--- config.mk ---
export PLATFORM = sky130hd
export DESIGN_NAME = data_sampling_mv
export DESIGN_NICKNAME = d
export VERILOG_FILES = /design/src/rtl/data_sampling_mv.sv
export SDC_FILE = /design/constraint.sdc
export NUM_CORES = 1
export LEC_CHECK = 0
export ABC_AREA = 1
export CORE_MARGIN = 2
export CORE_UTILIZATION = 43
export DETAILED_ROUTE_END_ITERATION = 10
export PLACE_DENSITY = 0.71
export SLEW_MARGIN = 20
export SYNTH_ARGS = -nofsm -noshare
export SYNTH_HDL_FRONTEND = slang
export SYNTH_SLANG_ARGS = --single-unit
--- constraint.sdc ---
create_clock -name clk -period 1.8 [get_ports clk]
set_input_delay 0.36 -clock clk [delete_from_list [all_inputs] [get_ports clk]]
set_output_delay 0.36 -clock clk [all_outputs]
set_load 0.03 [all_outputs]
--- src/rtl/data_sampling_mv.sv ---
// -----------------------------------------------------------------------------
// data_sampling_mv
//   Majority-vote bit sampler for the UART RX path. NUM_SAMPLES readings of
//   rx_in are taken around the middle of each bit, where the middle is
//   prescale/2. The voted value is presented with a one-cycle ready strobe,
//   a flag for non-unanimous samples, and a flag for unusable prescale values.
//
//   Optional feature: define RX_SYNC_EN to pass rx_in through a 2-flop
//   synchroniser (reset to idle-high) before voting.
//
// Parameters
//   PRESCALE_W   width of prescale / edge_cnt
//   NUM_SAMPLES  samples per bit (odd, 1..15)
//
// Ports
//   clk          RX oversampling clock
//   rst          asynchronous reset, active low
//   rx_in        serial line, idle high
//   dat_samp_en  sampling enable from the RX FSM
//   prescale     clocks per bit, stable while dat_samp_en=1
//   edge_cnt     position within the current bit, 0..prescale-1
//   sampled_bit  voted bit value, valid while smpl_ready=1, held otherwise
//   smpl_ready   one-cycle strobe: a new sampled_bit is available
//   noise_err    the samples of the last voted bit were not unanimous
//   cfg_err      prescale too small for the sample window; sampling inhibited
// -----------------------------------------------------------------------------
module data_sampling_mv #(
    parameter int PRESCALE_W  = 6,
    parameter int NUM_SAMPLES = 3
) (
    input  logic                  clk,
    input  logic                  rst,
    input  logic                  rx_in,
    input  logic                  dat_samp_en,
    input  logic [PRESCALE_W-1:0] prescale,
    input  logic [PRESCALE_W-1:0] edge_cnt,
    output logic                  sampled_bit,
    output logic                  smpl_ready,
    output logic                  noise_err,
    output logic                  cfg_err
);

    localparam int K     = (NUM_SAMPLES - 1) / 2;
    localparam int MIN_P = 2 * K + 4;
    localparam int CNT_W = $clog2(NUM_SAMPLES + 1);
    localparam int PW1   = PRESCALE_W + 1;

    localparam logic [CNT_W-1:0] K_C   = CNT_W'(K);
    localparam logic [CNT_W-1:0] ALL_C = CNT_W'(NUM_SAMPLES);

    // ------------------------------------------------------------------
    // Optional input synchroniser
    // ------------------------------------------------------------------
    logic rx_s;

`ifdef RX_SYNC_EN
    logic sync1_q;
    logic sync2_q;

    // Both stages reset to the idle line level so no false start bit appears.
    always_ff @(posedge clk or negedge rst) begin
        if (!rst) begin
            sync1_q <= 1'b1;
            sync2_q <= 1'b1;
        end else begin
            sync1_q <= rx_in;
            sync2_q <= sync1_q;
        end
    end

    assign rx_s = sync2_q;
`else
    assign rx_s = rx_in;
`endif

    // ------------------------------------------------------------------
    // Sample window geometry (one extra bit so nothing wraps)
    // ------------------------------------------------------------------
    logic [PW1-1:0] edge_ext;
    logic [PW1-1:0] ctr;
    logic [PW1-1:0] win_lo;
    logic [PW1-1:0] win_last;
    logic           cfg_bad;
    logic           in_win;
    logic           at_last;

    assign edge_ext = {1'b0, edge_cnt};
    assign ctr      = {1'b0, prescale} >> 1;
    // With a legal prescale, ctr >= K+2, so win_lo cannot underflow and
    // win_last stays strictly below prescale.
    assign win_lo   = ctr - PW1'(K);
    assign win_last = ctr + PW1'(K);
    assign cfg_bad  = ({1'b0, prescale} < PW1'(MIN_P));
    assign in_win   = (edge_ext >= win_lo) && (edge_ext < win_last);
    assign at_last  = (edge_ext == win_last);

    // ------------------------------------------------------------------
    // Vote state
    // ------------------------------------------------------------------
    logic [CNT_W-1:0] ones_q, ones_d;
    logic             bit_q, bit_d;
    logic             ready_q, ready_d;
    logic             noise_q, noise_d;
    logic             cfg_q, cfg_d;
    logic [CNT_W-1:0] sum;

    // Total ones including the sample taken at the last window position.
    assign sum = ones_q + CNT_W'(rx_s);

    always_comb begin
        // NOTE: every signal gets a default before any branch, so no path
        // through this block can leave one unassigned and infer a latch.
        ones_d  = ones_q;
        bit_d   = bit_q;
        noise_d = noise_q;
        ready_d = 1'b0;
        cfg_d   = cfg_bad;

        if (!dat_samp_en || cfg_bad) begin
            // Partial windows are discarded; the voted outputs hold.
            ones_d = '0;
        end else if (at_last) begin
            bit_d   = (sum > K_C);
            noise_d = (sum != '0) && (sum != ALL_C);
            ready_d = 1'b1;
            ones_d  = '0;
        end else if (in_win) begin
            ones_d = sum;
        end else if (edge_ext == '0) begin
            // Recovers from an edge counter that skipped past the last sample.
            ones_d = '0;
        end
    end

    // NOTE: state registers use non-blocking assignments so every flop
    // samples the values from before this edge, independent of block order.
    always_ff @(posedge clk or negedge rst) begin
        if (!rst) begin
            ones_q  <= '0;
            bit_q   <= 1'b1;
            ready_q <= 1'b0;
            noise_q <= 1'b0;
            cfg_q   <= 1'b0;
        end else begin
            ones_q  <= ones_d;
            bit_q   <= bit_d;
            ready_q <= ready_d;
            noise_q <= noise_d;
            cfg_q   <= cfg_d;
        end
    end

    assign sampled_bit = bit_q;
    assign smpl_ready  = ready_q;
    assign noise_err   = noise_q;
    assign cfg_err     = cfg_q;

endmodule

* Yosys cells after proc, flatten, opt, wreduce, memory -nomap -nowiden
Cells that the tools add are included.
** Word-level totals
- Register bits after elaboration :: 6
- Bits of input ports :: 16
- Output and inout bits :: 4
- Word-level logic and storage cells :: 29
** Cells by class
- Add/sub/neg operators :: 3
- Magnitude comparators :: 4
- Eq/ne operators :: 2
- Mux-type cells :: 6
- Bitwise gates (word level) :: 1
- Reductions and logical operators :: 8
** Operators by type and width (number)
- $mux 2 :: 4
- $ge 6x7->1 :: 1
- $logic_not 7->1 :: 1
- $add 5x1->6 const B :: 1
- $eq 6x6->1 :: 1
- $lt 6x3->1 const B :: 1
- $lt 6x6->1 :: 1
- $sub 5x1->6 const B :: 1
- $reduce_bool 4->1 :: 1
- $add 2x1->2 :: 1
- $gt 2x1->1 const B :: 1
- $logic_and 1x1->1 :: 2
- $mux 1 :: 2
- $ne 2x2->1 const B :: 1
- $reduce_and 2->1 :: 1
- $reduce_bool 2->1 :: 1
- $logic_not 1->1 :: 1
- $logic_or 1x1->1 :: 1
- $not 1->1 :: 1

* Logic depth before layout (Yosys ltp)
Gate-level depths: netlist (run 1).
- Word-level depth :: 6
- Mapped depth :: 12
- Gate-level depth less buffers :: 12

* Worst setup path after synthesis (run 1)
No wires, ideal clock.
- Path kind :: input to register
- Start :: input port prescale[1]
- End :: register ones_q[0]
- Arrival :: 1.638 ns
- Data required time :: 1.683 ns
- Path slack :: 0.045 ns
- Stages :: 12
- Path through :: inv_1 > ha_1 > nand3_1 > xor2_1 > ha_1 > nand2_1 > nor2_1 > nand3_2 > nand3_2 > nand2_1 > nand3_1 > nand2_1
** Between the ends
- Word-level cells in the longest chain between the ends :: 6
** RTL lines
- from (decl) :: line 35 : input logic [PRESCALE_W-1:0] prescale,
- $sub 5x1->6 or $add 5x1->6 (tied branches) :: line 91, 92
- $ge 6x7->1 or $lt 6x6->1 (tied branches) :: line 94 : assign in_win = (edge_ext >= win_lo) && (edge_ext < win_last);
- $logic_and 1x1->1 :: line 94
- $mux 2 :: line 127 : end else if (in_win) begin
- $mux 2 :: line 122 : end else if (at_last) begin
- $mux 2 :: line 119 : if (!dat_samp_en || cfg_bad) begin
- to (signal assigned) :: line 145 : ones_q <= ones_d;
- to (decl) :: line 100 : logic [CNT_W-1:0] ones_q, ones_d;
Parallel ways exist; a longest one is shown, timed or not.
A chain may end at the register's enable or synchronous reset.

* Worst setup path in the final report (run 1)
- Start :: input port prescale[2]
- End :: register ones_q[1]
The elaborated chain is that of the path after synthesis.

==> results of run 1 <==
[worst max-delay path by stage]
| stage | end | slack, ps | depth (start not counted) |
|---|---|---|---|
| after floorplan | ones_q[0] | 40 | 12 |
| after global placement | ones_q[1] | -560 | 12 |
| after detailed placement | ones_q[0] | -600 | 12 |
| after CTS | sampled_bit | 0.4 | 1 |
| after global routing | ones_q[1] | -30 | 13 |
| final | ones_q[1] | 50 | 13 |
[Yosys cell counts (all sizes together)]
cell / number
nand3: 11
nor3: 1
dfstp: 1
nand4: 2
dfrtp: 5
ha: 16
xnor2: 3
a21oi: 5
o21ai: 1
inv: 15
nand2: 22
nand3b: 1
o21bai: 1
xor2: 4
nor2: 13
nor2b: 1
[state kept, by name, indices dropped and copies added (netlist names)]
register / cells
noise_err: 1
cfg_err: 1
ones_q: 2
smpl_ready: 1
sampled_bit: 1
[kinds of logic (layout without fill, tap and decap cells)]
logic type | Yosys count | after routing | share of synthesized area (%)
AND/OR/NAND/NOR | 51 | 51 | 37.13
buffers and inverters | 15 | 52 | 6.933
flip-flops | 6 | 6 | 18.64
AO/OA/AOI/OAI | 7 | 7 | 5.085
adder cells (fa/ha/maj) | 16 | 16 | 24.65
XOR/XNOR | 7 | 7 | 7.550
[critical path: stages]
cell and delay, ps:
clkbuf_4 140, inv_1 60, ha_2 190, nand3_2 80
xor2_1 150, ha_1 320, nand2_1 70, nand2_1 60
a21oi_2 150, nand3_2 120, nand2_2 100, nand3_2 70
nand2_1 70
[placed cells by master (no fill, tap or decap), types with 2 or more instances in the layout]
cell | synthesis | layout
ha_1 | 16 | 14
xnor2_1 | 3 | 3
inv_2 | 1 | 2
nand2_2 | 0 | 3
inv_1 | 14 | 13
xor2_1 | 4 | 4
clkbuf_4 | 0 | 4
nor2_4 | 1 | 3
nand3_1 | 6 | 3
nor2_1 | 9 | 4
nand3_2 | 3 | 6
nand4_1 | 2 | 2
dfrtp_1 | 5 | 5
clkdlybuf4s50_1 | 0 | 11
buf_4 | 0 | 15
clkbuf_2 | 0 | 3
nand3_4 | 2 | 2
dlymetal6s2s_1 | 0 | 2
nor2_2 | 2 | 5
nand2_1 | 21 | 18
a21oi_2 | 1 | 3
a21oi_1 | 4 | 2
[area by class of cell]
| class | instances | area (µm²) |
|---|---|---|
| multi-input cells | 81 | 671.9 |
| fillers | 149 | 529.3 |
| repair buffers | 33 | 279.0 |
| flip-flops and latches | 6 | 151.4 |
| inverters | 15 | 56.30 |
| well taps | 25 | 31.28 |
| clock buffers | 4 | 26.28 |
[power groups by stage]
stage	combinational [mW]	sequential (mW)	clock, mW
2_1_floorplan	0.137	0.181	0
3_3_place_gp	0.272	0.158	0
3_5_place_dp	0.276	0.160	0
4_1_cts	0.286	0.157	0.147
5_1_grt	0.326	0.159	0.154
6_report	0.296	0.157	0.143
[metrics by stage]
step / cell area [µm²] / TNS, ps / std cells
floorplan: 812.0 / 0 / 102
global placement: 1136 / -2430 / 160
detailed placement: 1136 / -2597 / 160
CTS: 1190 / 0 / 164
global route: 1216 / -38.94 / 164
finish: 1216 / 0 / 164
[per-layer routing]
metal  up-vias  global-route usage, %  part of all wire [%]  routed length [µm]
li1        405                      -                     -                   -
met4         0                  4.444                   1.3                  25
met2        19                  32.97                    47                 902
met5         -                      0                     0                   0
met1       343                  23.17                    46                 880
met3         2                  5.283                   5.0                  96
[what timing repair did]
item,CTS,global route
pin swaps,6,8
hold buffers,0,0
resized for setup,17,19
hold endpoints to repair,0,0
endpoints found under the setup margin,5,5
==> impl_metrics.toml, run 1 <==
[die]
die_h_um = 47.46
core_mm2 = 0.001745
rows = 15
ios = 20
dieArea_mm2 = 0.002252
die_x_um = 47.46
start_util_pct = 46.52

[final_layout]
fin_util_pct = 69.68
n_antenna_cell = 0
areaGrowthSynthToFinish_pct = 49.77
drive_gt1_share_pct = 37.41
nets = 172

[placed_design]
routabilityCongestion = 0.8914
dpl_worst_slack_ps = -602.3
port_buffers = 18
dpl.hpwl_um = 1463

[critical_path]
r2r-start = "ones_q[0]"
setup.worst_path.end_class = "register"
reg2reg_to = "noise_err"
reg2regPathDepth = 4
reg2reg_slack_ps = 500
worstSetupPathType = "in -> reg"
critPathMaxFanout = 4
crit_required_ps = 2000
arrival_ps = 1950
start_kind = "input pin"
crit_path_start = "prescale[2]"

[routing]
ant_nets = 0
wire_per_inst_um = 11.61
drc = 0
first_pass_iters = 4
dr_total_vias = 769
routed_wl_um = 1904
vias_per_cell = 4.689
drt_iter0_drc = 13

[synthesis]
syn_area_um2 = 812.0
yosysTopAreaCell = "ha_1"
ys_warn_count = 0
syn_area_per_cell_um2 = 7.961
syn_inst = 102
netlist.area_leader.share_pct = 24.65
yosys-top-cells-area = "ha_1 (25%), dfrtp_1 (15%), nand2_1 (9.7%)"
synth_seq_cells = 6
synth_cell_types = 24
yosysSeqAreaShare_pct = 18.64
syn_nets = 134

[sta]
fmax_mhz = 570.6
fin_crit_sh_pct = 97.36
finalSetupViolCount = 0
maxSlewViolCount = 0
whs_ps = 338.3
final.setup.worst_slack_ps = 47.55
worst_slew_pin_slew_ps = 316.4
report.final.hold_viol_count = 0
maxSlewHeadroom_pct = 78.84
fin_skew_ps = 13.10
period_needed_ps = 1752

[job]
maxCapViolations = 0

[power]
p_sw_share_pct = 37.93
p_leak_nw = 0.6446
combinationalPowerShare_pct = 49.7
internal_power_uw = 369.5
clkPwrFrac_pct = 24.0
power.total_uw = 595.4
pwr-share-seq_pct = 26.4
powerDensity_mw_per_mm2 = 489.6
ir_drop_mv = 0.4354
power.switching_uw = 225.8

[clock_network]
path_clk_slew_ps = 60
htree_num_levels = 1
cts_tree = "yes"
cts-buffers-inserted = 3
clock_latency_ps = 260
cts-root-buf = "clkbuf_4"
cts_sinks = 6
cts_buffer_depth = 2
post_cts_buffers = 0

[global_route]
grt_pass1_vias = 713
gr-total-overflow = 0
grt_max_degree = 7
grt_first_pass_wirelength_um = 2932
antenna_found_initial = 0
gr-usage-all-layers_pct = 18.98

[min_path]
worstHoldPathType = "in -> async"

[run_status]
outcome = "finished, final reports clean"
No activity file was read; power rests on OpenSTA's default activity.
==> run 2: changes to the inputs <==
--- a/config.mk
+++ b/config.mk
@@ -9,7 +9,8 @@
 export CORE_MARGIN = 2
 export CORE_UTILIZATION = 43
 export DETAILED_ROUTE_END_ITERATION = 10
-export PLACE_DENSITY = 0.71
+export HOLD_SLACK_MARGIN = 0.05
+export PLACE_DENSITY = 0.69
 export SLEW_MARGIN = 20
 export SYNTH_ARGS = -nofsm -noshare
 export SYNTH_HDL_FRONTEND = slang
==> constraint.sdc (replaced) <==
create_clock -name clk -period 1.8 [get_ports clk]
set_input_delay 0.36 -clock clk [delete_from_list [all_inputs] [get_ports clk]]
set_output_delay 0.36 -clock clk [all_outputs]
set_load 0.01 [all_outputs]
==> impl_metrics.toml, run 2 (synthesized netlist as in run 1, its figures left out) <==
[power]
p_leak_nw = 0.6104
ir_drop_mv = 0.5789
clkPwrFrac_pct = 24.2
internal_power_uw = 367.7
powerDensity_mw_per_mm2 = 476.3
p_sw_share_pct = 35.06
combinationalPowerShare_pct = 48.1
power.switching_uw = 198.5
pwr-share-seq_pct = 27.7
power.total_uw = 566.1

[placed_design]
port_buffers = 18
dpl.hpwl_um = 1507
postPlaceCellArea_mm2 = 0.001129
routabilityCongestion = 0.8465

[global_route]
antenna_found_initial = 0
grt_first_pass_wirelength_um = 3111
grt_pass1_vias = 736
grt_max_degree = 7
gr-total-overflow = 0
gr-usage-all-layers_pct = 19.78

[final_layout]
fin_util_pct = 68.10
largest-register = "ones_q"
mostFrequentLayoutCells = "nand2_1 (19), buf_4 (15), ha_1 (14), clkdlybuf4s50_1 (13), inv_1 (12)"
n_antenna_cell = 0
design_area_mm2 = 0.001189
largest_register_ffs = 2
nets = 171
final_common_cell = "nand2_1"
drive_gt1_share_pct = 33.33
areaGrowthSynthToFinish_pct = 46.38

[die]
core_mm2 = 0.001745
rows = 15
die_x_um = 47.46
die_h_um = 47.46
ios = 20
dieArea_mm2 = 0.002252
start_util_pct = 46.52

[routing]
dr_total_vias = 759
drc = 0
ant_nets = 0
first_pass_iters = 4
vias_per_cell = 4.656
wire_per_inst_um = 11.24
drt_iter0_drc = 14
routed_wl_um = 1832

[job]
maxCapViolations = 0

[sta]
rsz0062_at_grt = "no"
fmax_mhz = 595.6
maxSlewHeadroom_pct = 81.43
finalSetupViolCount = 0
report.final.hold_viol_count = 0
fin_setup_tns_ps = 0
period_needed_ps = 1679
maxSlewViolCount = 0
worst_slew_pin_slew_ps = 277.7
fin_crit_sh_pct = 93.28
fin_skew_ps = 15.08
whs_ps = 344.8

[clock_network]
cts_hold_buf = 0
clock_latency_ps = 250
cts_sinks = 6
cts_tree = "yes"
cts-root-buf = "clkbuf_4"
path_clk_slew_ps = 50
cts-buffers-inserted = 3
htree_num_levels = 1
post_cts_buffers = 0
cts_buffer_depth = 2

[critical_path]
cpMaxStageDelayCell = "clkdlybuf4s50_1"
worstSetupPathType = "in -> reg"
start_kind = "input pin"
crit_top_cell = "nand2_1"
cp_top_family = "buffers and inverters"
crit_required_ps = 1950
critPathMaxFanout = 4
setup.worst_path.end_class = "register"
slowest_delay_ps = 480
arrival_ps = 1830
critPathBufInv = 2
worstPathCellList = "clkdlybuf4s50_1 -> ha_1 -> nand2_2 -> inv_1 -> nand2_1 -> nand2_1 -> a21oi_2 -> nand2_2 -> nand3_1 -> nand2_1"

[run_status]
outcome = "finished, final reports clean"

[min_path]
worstHoldPathType = "in -> async"
[run 2: cell count changes in the layout (fill, tap and decap cells not counted), moves of 2 or more]
cell	previous run	this run
dlymetal6s2s_1	2	0
nor2_1	4	7
clkbuf_2	3	1
nor2_2	5	3
clkdlybuf4s50_1	11	13
[run 2: worst register-to-register path, cell delays in order, from the launching register on]
cell and delay [ps]:
dfrtp_1 390, ha_1 190, xnor2_1 250, ha_1 290, a21oi_2 120
[run 2: routing by layer]
layer  GRT usage (%)  routed length, µm  vias up
li1                -                  -      406
met1           28.34                939      333
met2           28.65                796       16
met3           6.415                 76        4
met4           5.000                 20        0
met5               0                  0        -
[run 2: timing repair]
item | CTS | global route
endpoints found under the setup margin | 5 | 4
resized for setup | 18 | 11
cloned | 0 | 0
pin swaps | 5 | 6
[run 2: power groups by stage]
stage                     logic, mW  clock network, mW  registers, mW
final                         0.272              0.137          0.157
after global routing          0.304              0.148          0.158
after CTS                     0.270              0.140          0.157
after detailed placement      0.259                  0          0.159
after global placement        0.254                  0          0.158
after floorplan               0.137                  0          0.164
[run 2: final timing paths]
| kind | from | endpoint | slack, ps | cells after the start |
|---|---|---|---|---|
| setup / recovery | edge_cnt[5] | ones_q[0] | 120 | 10 |
| hold / removal | rst | ones_q[1] | 340 | 1 |
| hold reg to reg | sampled_bit | sampled_bit | 490 | 2 |
| min in group clk | sampled_bit | sampled_bit | 490 | 2 |
| max in group asynchronous | rst | sampled_bit | 1160 | 1 |
| setup reg to reg | ones_q[0] | noise_err | 480 | 4 |
[run 2: cell type report]
| class | instances | area [µm²] |
|---|---|---|
| multi-input cells | 81 | 651.9 |
| fillers | 162 | 556.8 |
| repair buffers | 32 | 271.5 |
| flip-flops and latches | 6 | 151.4 |
| inverters | 15 | 56.30 |
| well taps | 25 | 31.28 |
| clock buffers | 4 | 26.28 |
[run 2: metrics by stage]
stage | std cells | setup WS, ps
2_1_floorplan | 102 | 44.57
6_report | 163 | 120.9
3_5_place_dp | 159 | -615.9
4_1_cts | 163 | 9.882
3_3_place_gp | 159 | -556.3
5_1_grt | 163 | 0.4468
==> run 3: changes to the inputs <==
--- a/config.mk
+++ b/config.mk
@@ -8,6 +8,8 @@
 export ABC_AREA = 1
 export CORE_MARGIN = 2
 export CORE_UTILIZATION = 43
+export CTS_BUF_LIST = sky130_fd_sc_hd__clkbuf_8
+export CTS_CLUSTER_DIAMETER = 200
 export DETAILED_ROUTE_END_ITERATION = 10
 export HOLD_SLACK_MARGIN = 0.05
 export PLACE_DENSITY = 0.69
==> impl_metrics.toml, run 3 (synthesized netlist as in run 1, its figures left out) <==
[run_status]
outcome = "finished, final reports clean"

[power]
power.total_uw = 657.8
internal_power_uw = 439.9
power.switching_uw = 217.9
p_leak_nw = 0.6397
clkPwrFrac_pct = 31.6
combinationalPowerShare_pct = 44.5
p_sw_share_pct = 33.13
pwr-share-seq_pct = 23.9
powerDensity_mw_per_mm2 = 523.1
ir_drop_mv = 0.7807

[clock_network]
path_clk_slew_ps = 40
htree_num_levels = 1
cts_hold_buf = 0
cts-root-buf = "clkbuf_8"
cts_buffer_depth = 2
cts-buffers-inserted = 3
cts_sinks = 6
clock_latency_ps = 230
cts_tree = "yes"

[routing]
ant_nets = 0
vias_per_cell = 4.841
first_pass_iters = 4
drc = 0
drt_iter0_drc = 21
wire_per_inst_um = 12.11
dr_total_vias = 794
routed_wl_um = 1986

[placed_design]
dpl_worst_slack_ps = -615.9
routabilityCongestion = 0.8465
dpl.hpwl_um = 1507
port_buffers = 18
postPlaceCellArea_mm2 = 0.001129

[critical_path]
arrival_ps = 1920
critPathMaxFanout = 3
slowest_delay_ps = 480
worstPathCellList = "clkdlybuf4s50_1 -> ha_1 -> nand2_2 -> inv_1 -> nand2_1 -> nand2_2 -> a21oi_2 -> buf_4 -> nand4_1 -> nand2_1"
cpMaxStageDelayCell = "clkdlybuf4s50_1"
r2r-start = "ones_q[0]"
worstSetupPathType = "in -> reg"
reg2regPathDepth = 4
crit_required_ps = 1970
reg2reg_to = "noise_err"
setup.worst_path.end_class = "register"
reg2reg_slack_ps = 480
start_kind = "input pin"

[global_route]
grt_pass1_vias = 719
grt_first_pass_wirelength_um = 2987
grt_max_degree = 7
gr-total-overflow = 0
gr-usage-all-layers_pct = 19.01
antenna_found_initial = 0

[final_layout]
largest-register = "ones_q"
largest_register_ffs = 2
final_common_cell = "nand2_1"
design_area_mm2 = 0.001257
drive_gt1_share_pct = 40.29
fin_util_pct = 72.04
areaGrowthSynthToFinish_pct = 54.85
mostFrequentLayoutCells = "nand2_1 (17), buf_4 (16), ha_1 (13), inv_1 (12), clkdlybuf4s50_1 (12)"
nFillCells = 148
nets = 172
n_antenna_cell = 0

[sta]
maxSlewHeadroom_pct = 81.01
period_needed_ps = 1754
maxSlewViolCount = 0
fin_skew_ps = 9.115
final.setup.worst_slack_ps = 46.30
report.final.hold_viol_count = 0
worst_slew_pin_slew_ps = 282.7
finalSetupViolCount = 0
whs_ps = 379.0
fin_crit_sh_pct = 97.43
fmax_mhz = 570.2

[die]
start_util_pct = 46.52
rows = 15
die_h_um = 47.46
core_mm2 = 0.001745
die_x_um = 47.46
dieArea_mm2 = 0.002252
ios = 20

[min_path]
worstHoldPathType = "in -> async"

[job]
maxCapViolations = 0
[run 3: cell count changes in the layout (fill, tap and decap cells not counted), moves of 2 or more]
cell	previous run	this run
ha_4	1	3
nand2_1	19	17
nand2_2	2	4
nor2_1	7	4
clkbuf_8	0	3
nor2_2	3	6
clkbuf_4	3	0
[run 3: area by class of cell]
cell class                 count  area, µm²  share of cell area, %
inverter                      15      58.81                  4.677
timing repair buffer          33      276.5                  21.99
clock buffer                   3      41.29                  3.284
clock inverter                 1      3.754                 0.2985
tap                           25      31.28                  2.488
multi-input combinational     81      694.4                  55.22
sequential                     6      151.4                  12.04
[run 3: how the worst max path moves through the flow]
stage          slack [ps]  cells after the start   startpoint   endpoint
4_1_cts                20                     11  prescale[3]  ones_q[0]
2_1_floorplan          40                     12  prescale[1]  ones_q[0]
3_5_place_dp         -620                     12  prescale[2]  ones_q[0]
6_report               50                     10  edge_cnt[4]  ones_q[0]
5_1_grt               -40                     13  prescale[2]  ones_q[1]
3_3_place_gp         -560                     12  prescale[2]  ones_q[0]
[run 3: power groups by stage]
stage,clock network (mW),registers [mW],logic [mW]
after global placement,0,0.158,0.254
after global routing,0.225,0.158,0.324
final,0.208,0.157,0.292
after detailed placement,0,0.159,0.259
after floorplan,0,0.164,0.137
after CTS,0.213,0.157,0.273
[run 3: through the flow]
| step | setup TNS (ps) | instances |
|---|---|---|
| 2_1_floorplan | 0 | 102 |
| 3_3_place_gp | -2450 | 159 |
| 3_5_place_dp | -2698 | 159 |
| 4_1_cts | 0 | 163 |
| 5_1_grt | -56.44 | 164 |
| 6_report | 0 | 164 |
[run 3: worst max-delay path: cells and delay by family]
family / cells / cell delay, ps
adders and majority gates: 1 / 340
AOI/OAI and AO/OA: 1 / 150
and+or+nand+nor: 5 / 390
buffers and inverters: 3 / 670
[run 3: what timing repair did]
item                       4_1_cts  5_1_grt
cloned                           0        0
setup endpoints to repair        5        4
setup buffers                    0        1
pin swaps                        5       15
resized for setup               23       19
[run 3: layer usage]
layer  track usage [%]  routed length [µm]  vias to the layer above
met5                 0                   0                        -
met4             2.778                  25                        0
met3             7.547                  72                        6
met2             26.22                 940                       18
met1             28.34                 947                      362
li1                  -                   -                      408
